## src/rtl/seq_divider_if.sv

```systemverilog
// Request/response bundle for seq_divider: operand request with start/ready,
// result with valid_out/out_ready plus quotient, remainder and status flags.
interface seq_divider_if #(
  parameter int unsigned N = 32
);
  logic         start;
  logic         ready;
  logic [N-1:0] a;
  logic [N-1:0] b;
  logic         is_signed;
  logic         valid_out;
  logic         out_ready;
  logic [N-1:0] q;
  logic [N-1:0] r;
  logic         dz;
  logic         v;
  logic         z_;
  logic         n;

  modport master (
    output start, a, b, is_signed, out_ready,
    input  ready, valid_out, q, r, dz, v, z_, n
  );

  modport slave (
    input  start, a, b, is_signed, out_ready,
    output ready, valid_out, q, r, dz, v, z_, n
  );
endinterface

```

## src/rtl/seq_divider.sv

```systemverilog
// Sequential radix-2 restoring divider, signed or unsigned, one quotient bit per
// cycle, with divide-by-zero and signed-overflow shortcuts and a held result.
module seq_divider #(
  parameter int unsigned N = 32
) (
  input  logic            clk,
  input  logic            rst_n,
  seq_divider_if.slave    bus
);

  localparam int unsigned CntW = (N > 1) ? $clog2(N) : 1;

  typedef enum logic [1:0] {StIdle, StCalc, StDone} state_e;

  state_e          r_state;
  logic [CntW-1:0] r_cnt;
  logic [N-1:0]    r_rem;
  logic [N-1:0]    r_dvd;
  logic [N-1:0]    r_dvs;
  logic [N-1:0]    r_quo;
  logic            r_neg_q;
  logic            r_neg_r;
  logic            r_sdz;
  logic            r_sov;
  logic            r_pend;
  logic            r_ready;
  logic            r_valid;
  logic [N-1:0]    r_q;
  logic [N-1:0]    r_r;
  logic            r_dz;
  logic            r_v;
  logic            r_z;
  logic            r_n;

  logic [N-1:0]    w_a_mag;
  logic [N-1:0]    w_b_mag;
  logic            w_b_zero;
  logic            w_ovf_req;
  logic [N:0]      w_rem_sh;
  logic [N-1:0]    w_diff;
  logic            w_fit;
  logic [N-1:0]    w_q_fin;
  logic [N-1:0]    w_r_fin;

  assign w_a_mag   = (bus.is_signed && bus.a[N-1]) ? -bus.a : bus.a;
  assign w_b_mag   = (bus.is_signed && bus.b[N-1]) ? -bus.b : bus.b;
  assign w_b_zero  = (bus.b == '0);
  assign w_ovf_req = bus.is_signed && (bus.a == {1'b1, {(N-1){1'b0}}}) && (bus.b == '1);

  // N+1-bit partial remainder; the difference fits in N bits whenever it is kept.
  assign w_rem_sh  = {r_rem, r_dvd[N-1]};
  assign w_fit     = (w_rem_sh >= {1'b0, r_dvs});
  assign w_diff    = w_rem_sh[N-1:0] - r_dvs;

  always_comb begin
    w_q_fin = r_neg_q ? -r_quo : r_quo;
    w_r_fin = r_neg_r ? -r_rem : r_rem;
    if (r_sdz) begin
      w_q_fin = '1;
      w_r_fin = r_dvd;
    end else if (r_sov) begin
      w_q_fin = {1'b1, {(N-1){1'b0}}};
      w_r_fin = '0;
    end
  end

  always_ff @(posedge clk or negedge rst_n) begin
    if (!rst_n) begin
      r_state <= StIdle;
      r_cnt   <= '0;
      r_rem   <= '0;
      r_dvd   <= '0;
      r_dvs   <= '0;
      r_quo   <= '0;
      r_neg_q <= 1'b0;
      r_neg_r <= 1'b0;
      r_sdz   <= 1'b0;
      r_sov   <= 1'b0;
      r_pend  <= 1'b0;
      r_ready <= 1'b1;
      r_valid <= 1'b0;
      r_q     <= '0;
      r_r     <= '0;
      r_dz    <= 1'b0;
      r_v     <= 1'b0;
      r_z     <= 1'b0;
      r_n     <= 1'b0;
    end else begin
      case (r_state)
        StIdle: begin
          if (bus.start) begin
            r_ready <= 1'b0;
            r_rem   <= '0;
            r_quo   <= '0;
            r_cnt   <= '0;
            r_dvd   <= w_b_zero ? bus.a : w_a_mag;
            r_dvs   <= w_b_mag;
            r_neg_q <= bus.is_signed & (bus.a[N-1] ^ bus.b[N-1]);
            r_neg_r <= bus.is_signed & bus.a[N-1];
            r_sdz   <= w_b_zero;
            r_sov   <= w_ovf_req;
            if (w_b_zero || w_ovf_req) begin
              r_state <= StDone;
              r_pend  <= 1'b1;
            end else begin
              r_state <= StCalc;
            end
          end
        end
        StCalc: begin
          r_rem <= w_fit ? w_diff : w_rem_sh[N-1:0];
          r_quo <= {r_quo[N-2:0], w_fit};
          r_dvd <= {r_dvd[N-2:0], 1'b0};
          r_cnt <= r_cnt + 1'b1;
          if (r_cnt == CntW'(N - 1)) begin
            r_state <= StDone;
            r_pend  <= 1'b1;
          end
        end
        StDone: begin
          // First DONE cycle applies sign fix-up and registers the result.
          if (r_pend) begin
            r_pend  <= 1'b0;
            r_valid <= 1'b1;
            r_q     <= w_q_fin;
            r_r     <= w_r_fin;
            r_dz    <= r_sdz;
            r_v     <= r_sov;
            r_z     <= (w_q_fin == '0);
            r_n     <= w_q_fin[N-1];
          end else if (bus.out_ready) begin
            r_state <= StIdle;
            r_ready <= 1'b1;
            r_valid <= 1'b0;
            r_q     <= '0;
            r_r     <= '0;
            r_dz    <= 1'b0;
            r_v     <= 1'b0;
            r_z     <= 1'b0;
            r_n     <= 1'b0;
          end
        end
        default: begin
          r_state <= StIdle;
          r_ready <= 1'b1;
        end
      endcase
    end
  end

  assign bus.ready     = r_ready;
  assign bus.valid_out = r_valid;
  assign bus.q         = r_q;
  assign bus.r         = r_r;
  assign bus.dz        = r_dz;
  assign bus.v         = r_v;
  assign bus.z_        = r_z;
  assign bus.n         = r_n;

endmodule
```

## src/flat_wrapper.sv

```systemverilog
// flat-port wrapper written by rule: the top's interface ports become plain ports
module seq_divider_flat 
#(
  parameter int unsigned N = 32
)
  (clk, rst_n, bus_start, bus_a, bus_b, bus_is_signed, bus_out_ready, bus_ready, bus_valid_out, bus_q, bus_r, bus_dz, bus_v, bus_z_, bus_n);
  seq_divider_if #(.N(N)) bus_i ();
  input  logic clk;
  input  logic rst_n;
  input wire logic [$bits(bus_i.start)-1:0] bus_start;
  input wire logic [$bits(bus_i.a)-1:0] bus_a;
  input wire logic [$bits(bus_i.b)-1:0] bus_b;
  input wire logic [$bits(bus_i.is_signed)-1:0] bus_is_signed;
  input wire logic [$bits(bus_i.out_ready)-1:0] bus_out_ready;
  output wire logic [$bits(bus_i.ready)-1:0] bus_ready;
  output wire logic [$bits(bus_i.valid_out)-1:0] bus_valid_out;
  output wire logic [$bits(bus_i.q)-1:0] bus_q;
  output wire logic [$bits(bus_i.r)-1:0] bus_r;
  output wire logic [$bits(bus_i.dz)-1:0] bus_dz;
  output wire logic [$bits(bus_i.v)-1:0] bus_v;
  output wire logic [$bits(bus_i.z_)-1:0] bus_z_;
  output wire logic [$bits(bus_i.n)-1:0] bus_n;
  assign bus_i.start = bus_start;
  assign bus_i.a = bus_a;
  assign bus_i.b = bus_b;
  assign bus_i.is_signed = bus_is_signed;
  assign bus_i.out_ready = bus_out_ready;
  assign bus_ready = bus_i.ready;
  assign bus_valid_out = bus_i.valid_out;
  assign bus_q = bus_i.q;
  assign bus_r = bus_i.r;
  assign bus_dz = bus_i.dz;
  assign bus_v = bus_i.v;
  assign bus_z_ = bus_i.z_;
  assign bus_n = bus_i.n;
  seq_divider #(.N(N)) u_core (.clk(clk), .rst_n(rst_n), .bus(bus_i));
endmodule
```

## config.mk

```make
export PLATFORM = sky130hd
export DESIGN_NAME = seq_divider_flat
export DESIGN_NICKNAME = d
export VERILOG_FILES = /design/src/rtl/seq_divider_if.sv /design/src/rtl/seq_divider.sv /design/src/flat_wrapper.sv
export SDC_FILE = /design/constraint.sdc
export NUM_CORES = 1
export LEC_CHECK = 0
export CAP_MARGIN = 20
export CORE_ASPECT_RATIO = 1.1
export CORE_MARGIN = 2
export CORE_UTILIZATION = 52
export CTS_CLUSTER_DIAMETER = 60
export DETAILED_ROUTE_END_ITERATION = 10
export PLACE_DENSITY = 0.77
export SYNTH_ARGS = -nofsm -noshare
export SYNTH_HDL_FRONTEND = slang
export SYNTH_SLANG_ARGS = --single-unit
```

## constraint.sdc

```tcl
create_clock -name clk -period 3.5 [get_ports clk]
set_clock_uncertainty 0.1 [all_clocks]
set_input_delay 0.7 -clock clk [delete_from_list [all_inputs] [get_ports clk]]
set_output_delay 0.7 -clock clk [all_outputs]
set_load 0.05 [all_outputs]
```

* Yosys cells after proc, flatten, opt, wreduce, memory -nomap -nowiden
Index checks and enable logic that the tools add are counted.
** Cells by class
- Mux-type cells :: 40
- Add/sub/neg operators :: 6
- Equality and inequality tests :: 10
- Bitwise operators :: 4
- Order comparisons :: 1
- Reductions and logical operators :: 17
** Operators with widths (number)
- 32-bit two-way mux :: 15
- 32-bit one-hot mux with 2 select lines :: 3
- 32-bit negator :: 4
- 32-bit == test (second input constant) :: 2
- 32-bit logical NOT :: 2
- 33-bit by 32-bit greater-or-equal comparator with 1-bit output :: 1
- 32-bit subtractor :: 1
- 1-bit two-way mux :: 12
- 4-bit AND reduction :: 3
- 2-bit two-way mux :: 5
- 5-bit one-hot mux with 2 select lines :: 1
- 2-bit != test (second input constant) :: 3
- 1-bit one-hot mux with 3 select lines :: 2
- 2-bit one-hot mux with 3 select lines :: 1
- 2-bit AND reduction :: 3
- 5-bit by 1-bit adder with 5-bit output (second input constant) :: 1
- 5-bit == test (second input constant) :: 1
- 5-bit two-way mux :: 1
- 1-bit logical AND :: 4
- 2-bit by 1-bit != test with 1-bit output (second input constant) :: 2
- 2-bit nonzero test :: 2
- 3-bit nonzero test :: 1
- 1-bit AND :: 2
- 2-bit by 1-bit == test with 1-bit output (second input constant) :: 1
- 5 further kinds :: 5
** Storage, ports and cells
- Input port bits :: 69
- Register bits after elaboration :: 210
- Output and inout port bits :: 70

* Logic depth before layout (Yosys ltp)
- Word-level depth :: 7
- Gate-level depth with buffers :: 13
- Mapped depth without buffers :: 13

* Worst setup path before layout
No wires, ideal clock.
- Path kind :: input to register
- Start point :: input port bus_b[0]
- End point :: register u_core.r_dvd[16]
- Stages :: 13
- Path buffers :: 2
- Arrival time :: 3.484 ns
- Data required time :: 3.265 ns
- Slack :: -0.219 ns
- Library setup time :: 0.135 ns
- Cell sequence :: inv_1 -> ha_1 -> or4b_2 -> or3_1 -> nor3_2 -> nand4_1 -> nor4_2 -> nor2_1 -> clkbuf_1 -> clkbuf_1 -> o41ai_1 -> xor2_1 -> o21ai_0
** On the way
- Longest elaborated chain between the ends :: 4
** RTL lines
- from (decl) :: line flat_wrapper.sv:12 : input wire logic [$bits(bus_i.b)-1:0] bus_b;
- 32-bit logical NOT :: line seq_divider.sv:47 : assign w_b_zero = (bus.b == '0);
- 32-bit two-way mux :: line seq_divider.sv:96 : r_dvd <= w_b_zero ? bus.a : w_a_mag;
- 32-bit two-way mux :: line seq_divider.sv:91 : if (bus.start) begin
- 32-bit one-hot mux with 2 select lines :: line seq_divider.sv:89 : case (r_state)
- to (signal assigned) :: line seq_divider.sv:96
- to (signal assigned) :: line seq_divider.sv:113 : r_dvd <= {r_dvd[N-2:0], 1'b0};
- to (decl) :: line seq_divider.sv:18 : logic [N-1:0] r_dvd;
Every way passes these cells. The select of a mux whose other input is x is not followed.
A chain may end at the register's enable or synchronous reset.

* Worst setup path in the final report
- Start point :: register u_core.r_quo[14]
- End point :: register u_core.r_z (netlist: u_core.bus.z_)
** On the way
- Longest elaborated chain between the ends :: 6
** RTL lines
- from (decl) :: line seq_divider.sv:20 : logic [N-1:0] r_quo;
- from (signal assigned) :: line seq_divider.sv:112 : r_quo <= {r_quo[N-2:0], w_fit};
- 32-bit negator :: line seq_divider.sv:56 : w_q_fin = r_neg_q ? -r_quo : r_quo;
- 32-bit two-way mux * :: line seq_divider.sv:56
- 32-bit two-way mux * :: line seq_divider.sv:61 : end else if (r_sov) begin
- 32-bit two-way mux * :: line seq_divider.sv:58 : if (r_sdz) begin
- 32-bit logical NOT * :: line seq_divider.sv:129 : r_z <= (w_q_fin == '0);
- 1-bit two-way mux * :: line seq_divider.sv:122 : if (r_pend) begin
- to (signal assigned) :: line seq_divider.sv:129
- to (decl) :: line seq_divider.sv:32 : logic r_z;
Every way passes the cells marked *; elsewhere a longest branch is shown, timed or not.

==> metrics.cfg <==
[logic_synthesis]
yosysWarnings = 0
yosysUniqueCellTypes = 69
async_flop_share = 1.00
ys_seq_area_frac = 0.398
syn_area_sq_um = 13200
synth.avg_cell_area_sq_um = 8.60
synth_flop_cell = dfrtp_1
yosys_register_bits = 209
syn_inst = 1530
syn_nets = 1639
synth_edf_count = 0

[placed_design]
port_buffers = 138
placed_cell_area_sq_um = 15500
hpwl_um = 27800
gp_congestion = 0.921

[power]
p_per_area_nw_per_um2 = 1120
p_leak_nw = 7.14
vdd_drop_max_uv = 484

[detailed_routing]
drc = 0
vias = 12470
first_pass_iters = 5
drt_iter0_markers = 832
drtAntennaViolNets = 0
routedWlPerCell_um = 18.8
drt-total-wl_um = 38200
vias_per_cell = 6.13

[cts]
clockBufferDepth = 3
ctsHoldBuffers = 0
cts_sinks = 209
insertion_delay_ns = 0.54
cts_root_buf = clkbuf_16
cts.clk_slew.worst_paths_ns = 0.06
cts_inserted_buffers = 24
cts_max_level = 1
cts_tree = built
cts_setup_buffers = 0

[worst_setup_path]
cp_top_family = simple AND/OR/NAND/NOR gates
crit_path_max_fanout = 6
crit_buf_inv = 0
worst_path_largest_cell_delay_ns = 0.56
endpoint_kind = flip-flop
cp_cell_sequence = or4_4, or3_4, or2_2, or4_4, o21ai_1, xor2_1, nand2_1, or4_1, o21ai_1
rr_worst_depth = 9
worst-setup-path-type = reg -> reg
slowest_stage = or4_1
crit_arrival_ns = 3.78
cp.depth = 9
cp-start-kind = flip-flop
worst-r2r-setup-slack_ns = 0.08
worst_ep_required_time_ns = 3.86

[global_route]
grt_pass1_wl_um = 62100
gr-total-overflow = 0
grt_usage = 0.288
grt_pass1_vias = 12128
antenna_found_initial = 0
grt_max_degree = 91

[timing]
setup-violations-final = 0
worst_slew_pin_slew_ns = 1.05
hold_slack_ns = 0.163
fmax_ghz = 0.293
rsz0062_at_grt = yes
hold_viol_final = 0
slew_headroom = 0.299
drv_slew = 0
period_needed_ns = 3.42
setup_tns_ns = 0
fin_crit_sh = 0.976

[floorplanning]
ios = 139
fp-row-count = 61
core_sq_um = 25100
die_x_um = 156
start_util = 0.524
die_y_um = 171
die-area_sq_um = 26600

[job]
max-cap-violations = 0

[min_path]
hold_path.class = in -> async

[status]
status = completed

[layout]
area_delta_synth_final_pct = 25.4
final_common_cell = o21ai_0
fin_area_sq_um = 16500
final_cell_mix = o21ai_0 (212), dfrtp_1 (208), nand2_1 (206)
layout-drive-gt1-share = 0.113
nets = 1810
n_antenna_cell = 0

[kinds of logic after synthesis]
logic type | count (synthesis) | share of synthesized area
adder cells (fa/ha/maj) | 40 | 0.0386
XOR/XNOR | 144 | 0.0959
AND/OR/NAND/NOR | 461 | 0.166
buffers and inverters | 159 | 0.0506
AO/OA/AOI/OAI | 492 | 0.232
multiplexers | 25 | 0.0193
flip-flops | 209 | 0.398
[through the flow]
stage / setup WS (ns) / utilization / total power, W / std cells
detailed placement: -0.617 / 0.619 / 0.0153 / 1990
CTS: 0.0285 / 0.656 / 0.0183 / 2034
global placement: -0.531 / 0.619 / 0.0151 / 1990
finish: 0.0836 / 0.657 / 0.0184 / 2034
global route: -0.00392 / 0.657 / 0.0197 / 2034
floorplan: 0.0000415 / - / 0.0119 / 1530
[cell type report]
type / instances / area [sq um]
fillers: 2060 / 8620
inverters: 60 / 238
flip-flops and latches: 209 / 5230
well taps: 315 / 394
clock inverters: 10 / 218
multi-input cells: 1162 / 7440
clock buffers: 34 / 698
repair buffers: 244 / 2270
[Yosys cell counts, types with 3 or more instances]
cell / number / area [sq um]
nand2_1: 206 / 773
a32oi_1: 7 / 61.3
and2_1: 3 / 18.8
o21ai_0: 223 / 1120
xor2_1: 99 / 867
o311ai_0: 4 / 35.0
a21oi_1: 60 / 300
mux2_2: 3 / 33.8
a211oi_1: 7 / 52.6
o41ai_1: 20 / 175
or4b_2: 3 / 30.0
and3_1: 4 / 25.0
o31ai_1: 38 / 285
nand2b_1: 17 / 106
a21o_1: 16 / 120
o22ai_1: 5 / 31.3
a31oi_1: 8 / 50.1
nor4_1: 22 / 138
or2_2: 6 / 37.5
a22o_1: 8 / 70.1
dfrtp_1: 208 / 5200
mux2i_1: 22 / 220
buf_1: 9 / 33.8
o211ai_1: 5 / 37.5
nor2_1: 71 / 267
a22oi_1: 63 / 473
clkbuf_1: 79 / 297
or3_1: 13 / 81.3
or4_4: 3 / 33.8
inv_1: 60 / 225
nor2b_1: 9 / 56.3
ha_1: 39 / 488
o2111ai_1: 4 / 35.0
nand4_1: 18 / 113
clkbuf_8: 5 / 68.8
nand3_1: 32 / 160
xnor2_1: 45 / 394
or4_1: 14 / 105
o21a_1: 4 / 30.0
o21ai_1: 3 / 15.0
nor3_1: 28 / 140
[power by group]
group | switching, W | internal, W
sequential | 0.000937 | 0.00344
combinational | 0.00675 | 0.00443
clock | 0.00105 | 0.00184
[layer usage]
layer | up-vias | GRT usage | share of wire
li1 | 5864 | - | -
met1 | 6009 | 0.356 | 0.40
met2 | 479 | 0.494 | 0.49
met3 | 118 | 0.0395 | 0.061
met4 | 0 | 0.146 | 0.055
met5 | - | 0 | 0
[path summary, 6_finish.rpt]
path / start / end
max: u_core.r_quo[14]$_DFFE_PN0P_ / u_core.bus.z_$_DFFE_PN0P_
min: rst_n / u_core.r_quo[19]$_DFFE_PN0P_
max reg2reg: u_core.r_quo[14]$_DFFE_PN0P_ / u_core.bus.z_$_DFFE_PN0P_
min reg2reg: u_core.bus.q[27]$_DFFE_PN0P_ / u_core.bus.q[27]$_DFFE_PN0P_
max in group asynchronous: rst_n / u_core.r_dvd[21]$_DFFE_PN0P_
min in group clk: u_core.bus.q[27]$_DFFE_PN0P_ / u_core.bus.q[27]$_DFFE_PN0P_
[sequential cells by signal, summed over array words and instances, names as in the netlist]
signal and cells:
u_core.r_state 2, u_core.r_pend 1, u_core.r_rem 32, u_core.bus.r 32, u_core.r_quo 32, u_core.r_cnt 5
u_core.r_neg_q 1, u_core.r_neg_r 1, u_core.r_sdz 1, u_core.r_dvd 32, u_core.bus.valid_out 1, u_core.bus.ready 1
u_core.bus.z_ 1, u_core.r_sov 1, u_core.bus.dz 1, u_core.r_dvs 32, u_core.bus.q 32, u_core.bus.v 1
[repair_timing]
| item | 4_1_cts | 5_1_grt |
|---|---|---|
| pin swaps | 2 | 4 |
| resized for setup | 1 | 6 |
| setup endpoints to repair | 14 | 29 |
Power figures use the tool's default switching activity.
